[src/rtl/vram_pkg.sv]
// Shared VRAM definitions: scan FSM state encoding and bus widths.
package vram_pkg;

   localparam int ADDR_W = 16;
   localparam int DATA_W = 16;

   typedef enum logic [1:0] {
      ST_IDLE  = 2'd0,
      ST_FETCH = 2'd1,
      ST_DRAIN = 2'd2
   } scan_state_t;

endpackage : vram_pkg

[src/rtl/vram_scan_arbiter.sv]
// VRAM port arbiter: during hblank the display line fetch owns the port for
// WORDS_PER_LINE cycles and fills one line-buffer bank; at all other times the
// CPU gets a combinational single-cycle grant.
module vram_scan_arbiter
   import vram_pkg::*;
#(
   parameter int          WORDS_PER_LINE = 80,
   parameter int          FETCH_START    = 640,
   parameter int          LINE           = 799,
   parameter int          VA_END         = 479,
   parameter int          SCREEN         = 524,
   parameter logic [15:0] BASE_ADDR      = 16'h0000
) (
   input  logic              clk_pix,
   input  logic              rst,
   input  logic [9:0]        sx,
   input  logic [9:0]        sy,
   input  logic              cpu_req,
   input  logic              cpu_we,
   input  logic [ADDR_W-1:0] cpu_addr,
   input  logic [DATA_W-1:0] cpu_wdata,
   output logic              cpu_gnt,
   output logic [DATA_W-1:0] cpu_rdata,
   output logic              cpu_rvalid,
   output logic              mem_en,
   output logic              mem_we,
   output logic [ADDR_W-1:0] mem_addr,
   output logic [DATA_W-1:0] mem_wdata,
   input  logic [DATA_W-1:0] mem_rdata,
   output logic              lb_we,
   output logic              lb_bank,
   output logic [6:0]        lb_addr,
   output logic [DATA_W-1:0] lb_wdata,
   output logic              fetch_late
);

   scan_state_t       r_state;
   scan_state_t       w_state_nxt;
   logic [15:0]       r_word;
   logic [15:0]       w_word_nxt;
   logic [9:0]        r_line;
   logic [9:0]        w_line_nxt;
   logic              r_lb_bank;
   logic              w_lb_bank_nxt;
   logic              r_lb_we;
   logic [6:0]        r_lb_addr;
   logic              r_cpu_rvalid;
   logic              r_fetch_late;
   logic [9:0]        w_next_line;
   logic              w_trigger;
   logic [ADDR_W-1:0] w_fetch_addr;
   logic              w_cpu_gnt;

   // The line about to be displayed wraps to 0 after the last frame line.
   assign w_next_line  = (sy == 10'(SCREEN)) ? 10'd0 : sy + 10'd1;
   assign w_trigger    = (sx == 10'(FETCH_START)) && (w_next_line <= 10'(VA_END));
   // 16-bit arithmetic intentionally wraps around the VRAM address space.
   assign w_fetch_addr = BASE_ADDR + (16'(r_line) * 16'(WORDS_PER_LINE)) + r_word;

   // Next-state logic: trigger only from IDLE, one read per FETCH cycle, one DRAIN cycle.
   always_comb begin
      w_state_nxt   = r_state;
      w_word_nxt    = r_word;
      w_line_nxt    = r_line;
      w_lb_bank_nxt = r_lb_bank;
      case (r_state)
         ST_IDLE: begin
            if (w_trigger) begin
               w_state_nxt = ST_FETCH;
               w_word_nxt  = 16'd0;
               w_line_nxt  = w_next_line;
            end else begin
               w_state_nxt = ST_IDLE;
            end
         end
         ST_FETCH: begin
            if (r_word == 16'(WORDS_PER_LINE - 1)) begin
               w_state_nxt = ST_DRAIN;
               w_word_nxt  = 16'd0;
            end else begin
               w_word_nxt  = r_word + 16'd1;
            end
         end
         ST_DRAIN: begin
            w_state_nxt   = ST_IDLE;
            w_lb_bank_nxt = ~r_lb_bank;
         end
         default: begin
            w_state_nxt = ST_IDLE;
            w_word_nxt  = 16'd0;
         end
      endcase
   end

   // VRAM port mux: fetch has strict priority, CPU is granted in the same cycle otherwise.
   always_comb begin
      w_cpu_gnt = 1'b0;
      mem_en    = 1'b0;
      mem_we    = 1'b0;
      mem_addr  = 16'h0000;
      mem_wdata = 16'h0000;
      if (rst) begin
         w_cpu_gnt = 1'b0;
      end else if (r_state == ST_FETCH) begin
         mem_en   = 1'b1;
         mem_addr = w_fetch_addr;
      end else if (cpu_req && !((r_state == ST_IDLE) && w_trigger)) begin
         w_cpu_gnt = 1'b1;
         mem_en    = 1'b1;
         mem_we    = cpu_we;
         mem_addr  = cpu_addr;
         mem_wdata = cpu_wdata;
      end else begin
         w_cpu_gnt = 1'b0;
      end
   end

   // State, counters and the one-cycle-delayed strobes that track VRAM read latency.
   always_ff @(posedge clk_pix) begin
      if (rst) begin
         r_state      <= ST_IDLE;
         r_word       <= 16'd0;
         r_line       <= 10'd0;
         r_lb_bank    <= 1'b0;
         r_lb_we      <= 1'b0;
         r_lb_addr    <= 7'd0;
         r_cpu_rvalid <= 1'b0;
         r_fetch_late <= 1'b0;
      end else begin
         r_state      <= w_state_nxt;
         r_word       <= w_word_nxt;
         r_line       <= w_line_nxt;
         r_lb_bank    <= w_lb_bank_nxt;
         r_lb_we      <= (r_state == ST_FETCH);
         r_lb_addr    <= r_word[6:0];
         r_cpu_rvalid <= w_cpu_gnt & ~cpu_we;
         r_fetch_late <= r_fetch_late | ((r_state != ST_IDLE) && (sx == 10'(LINE)));
      end
   end

   assign cpu_gnt    = w_cpu_gnt;
   assign cpu_rvalid = r_cpu_rvalid;
   assign cpu_rdata  = r_cpu_rvalid ? mem_rdata : 16'h0000;
   assign lb_we      = r_lb_we;
   assign lb_addr    = r_lb_addr;
   assign lb_wdata   = r_lb_we ? mem_rdata : 16'h0000;
   assign lb_bank    = r_lb_bank;
   assign fetch_late = r_fetch_late;

endmodule : vram_scan_arbiter

[config.mk]
export PLATFORM = sky130hd
export DESIGN_NAME = vram_scan_arbiter
export DESIGN_NICKNAME = d
export VERILOG_FILES = /design/src/rtl/vram_pkg.sv /design/src/rtl/vram_scan_arbiter.sv
export SDC_FILE = /design/constraint.sdc
export NUM_CORES = 1
export LEC_CHECK = 0
export ABC_AREA = 1
export CORE_MARGIN = 2
export CORE_UTILIZATION = 49
export DETAILED_ROUTE_END_ITERATION = 10
export HOLD_SLACK_MARGIN = 0.1
export PLACE_DENSITY = 0.88
export SYNTH_ARGS = -nofsm -noshare
export SYNTH_HDL_FRONTEND = slang
export SYNTH_SLANG_ARGS = --single-unit
[constraint.sdc]
create_clock -name clk_pix -period 4.95 [get_ports clk_pix]
set_input_delay 0.99 -clock clk_pix [delete_from_list [all_inputs] [get_ports clk_pix]]
set_output_delay 0.99 -clock clk_pix [all_outputs]
set_load 0.005 [all_outputs]
==> results.txt <==
status: finished, final reports clean
measured slew at the worst slew-check pin: 0.641 ns
FMAX: 213 MHz
syn_nets: 735
WL/cell: 14.2 um
Tot GR Track Use: 28.2%
CTS tree: built
# setup viols final: 0
Vias: 4,752
vias in the first global route: 4,274
required time of the worst setup path: 3.96 ns
Post-synth EDFFs: 0
cell taking the most area after synthesis: dfxtp_1
clock edge transition at the registers on the reported setup and hold paths: 0.09 ns
# IOs: 150
Buffers on Ports: 149
critical path's slowest cell: clkdlybuf4s50_1
synth top area cells: dfxtp_1 20%, nand2_1 14%, inv_1 11%
final hold vios: 0
Post-Syn Area: 3850 um2
initial antenna violation count: 0
PD cells: 125 nW/um2
CTS sink count: 39
Power Internal: 508 uW
# rows: 32
P_leak: 0.00274 uW
Clk pwr share: 32.2%
Switching Fraction: 26.8%
post-synth top area share: 20.3%
# DRC: 0
Worst path max stage delay: 0.49 ns
Routed Antenna Nets: 0
Final period util: 95.1%
Initial DRC Count: 354
Remaining Overflow, GRT: 0
CTS Buffer Depth: 2
Layout area overhead: 44.0%
Max FO, Critical Path: 7
Cell variety after synth: 37
Slew Viols, Final: 0
critical path type: reg2out
Seq cells post-synth: 39
count leader, synth: nand2_1
Power, Total: 694 uW
Pre-Repair DR Iteration Count: 5
# fillers: 653
R2R depth: 6
clk_lat worst skew: 0.30 ns
GPL Wtd Cong: 0.980
Arr. time, crit path: 3.72 ns
ys async rst share: 0%
Gate Count Post-Synth: 631
Synth top cells by count: 143 x nand2_1, 111 x inv_1, 63 x nand3_1, 63 x nor2_1, 39 x dfxtp_1
Hold Slack: 0.494 ns
core box area: 7690 um2
Clock Skew: 0.00799 ns
crit path cell chain: ha_1, ha_1, fa_1, nand3_1, nand2_2, a21oi_2, o21ai_0, xor2_1, ha_2, nand2_1, nor2_1, nand3_1, nand3_1, inv_1, nand2_1, nand3_1, nand2_1, clkdlybuf4s50_1
detailed placement HPWL: 10.1 mm
first-pass GRT wire length: 20.0 mm
Initial Util: 50.1%
largest net degree at the start of global routing: 26
share of cells above drive strength 1: 6.95%
Top FF cell, synth: dfxtp_1
fin nets: 880
die footprint: 8590 um2
hold depth: 1
CP startpoint kind: flip-flop
Max VDD drop: 0.115 mV
Logic pwr share: 22.4%
Die X: 92.7 um
yosys warns: 0
CTS Hold Bufs: 0
Switch Pwr: 186 uW
n_diodes: 0
Avg Inst Size Synth: 6.11 um2
post-synthesis sequential area ratio: 20.3%
Critical Path Sink Type: output pin
most used cell, CP: nand3_1
setup TNS: 0 ns
setup repair after global routing missed its margin: no
final WL: 12.5 mm
Die Span Y: 92.7 um
H-tree depth: 2
sequential power share: 45.4%
post-layout util: 72.2%
max_cap viols: 0
Hold Crit Class: reg2reg
vias per cell: 5.41
clock buffer count from CTS: 5
Rel. slew slack: 57.2%
Clock Root Buffer: clkbuf_8
min Tclk post-route: 4.71 ns
kinds of logic after synthesis:
logic type / count (synthesis) / share of synthesized area [%]
and+or+nand+nor: 346 / 42.7
xor gates and xnor gates: 14 / 3.18
adders and majority gates: 32 / 10.8
AOI/OAI and AO/OA: 64 / 9.22
DFF: 39 / 20.3
buffers and inverters: 136 / 13.8
per-layer routing:
layer	track usage, %	up-vias	share of wire (%)
met5	0	-	0
met4	7.60	0	2.5
met3	4.48	32	7.8
met2	52.8	237	50
met1	33.2	2154	40
li1	-	2329	-
state kept, by name (all words and copies together), names as in the netlist:
name / count
r_word: 16
lb_bank: 1
r_state: 2
cpu_rvalid: 1
lb_we: 1
r_line: 10
lb_addr: 7
fetch_late: 1
metrics by stage:
step / setup slack, ns / cell area [um2] / cells
floorplan: 1.29 / 3850 / 631
global placement: 0.244 / 5410 / 866
detailed placement: 0.0911 / 5410 / 866
CTS: 0.0866 / 5500 / 874
global route: 0.0125 / 5550 / 879
finish: 0.244 / 5550 / 879
path summary, 6_finish.rpt:
check	from	endpoint	slack, ns
setup / recovery	r_line[1]	mem_addr[15]	0.24
hold / removal	fetch_late	fetch_late	0.49
setup reg to reg	r_state[0]	r_word[7]	2.82
hold reg to reg	fetch_late	fetch_late	0.49
area by class of cell:
class	instances	area, um2	share of cell area, %
Inverter	115	432	7.78
Clock inverter	3	25.0	0.451
Timing Repair Buffer	159	1570	28.2
Tap cell	102	128	2.30
Sequential cell	39	782	14.1
Clock buffer	5	68.8	1.24
Multi-Input combinational cell	456	2550	45.9
power groups by stage:
| stage | registers (uW) | clock network (uW) | logic (uW) |
|---|---|---|---|
| after floorplan | 321 | 0 | 52.7 |
| after global placement | 323 | 0 | 148 |
| after detailed placement | 323 | 0 | 151 |
| after CTS | 315 | 224 | 152 |
| after global routing | 316 | 238 | 167 |
| final | 315 | 224 | 155 |
worst max-delay path: cells and delay by family, from the launching register on:
| kind | cells | cell delay, ns |
|---|---|---|
| DFF | 1 | 0.36 |
| xor gates and xnor gates | 1 | 0.16 |
| AOI/OAI and AO/OA | 2 | 0.23 |
| and+or+nand+nor | 9 | 0.83 |
| buffers and inverters | 2 | 0.53 |
| adders and majority gates | 4 | 1.32 |
what timing repair did:
item	4_1_cts	5_1_grt
buffers inserted	0	5
resized for setup	0	4
endpoints found under the setup margin	0	19
cell usage in the layout, fill, tap and decap left out, drive strengths merged:
cell             n
inv            115
clkinvlp         1
or3              1
ha              30
clkbuf           5
nand2          145
nand3           65
o21ai           17
dfxtp           39
nand3b           1
o21a             1
clkinv           2
xor2             8
a31oi            2
a31o             2
or2              3
nand4           32
fa               2
nor3             9
nor2            81
a21oi           34
o211ai           1
nor4             8
o2111ai          1
buf             10
clkdlybuf4s50  149
nor3b            1
a211o            1
xnor2            6
a21o             5
Note: power is estimated with default switching activity, not from simulation.
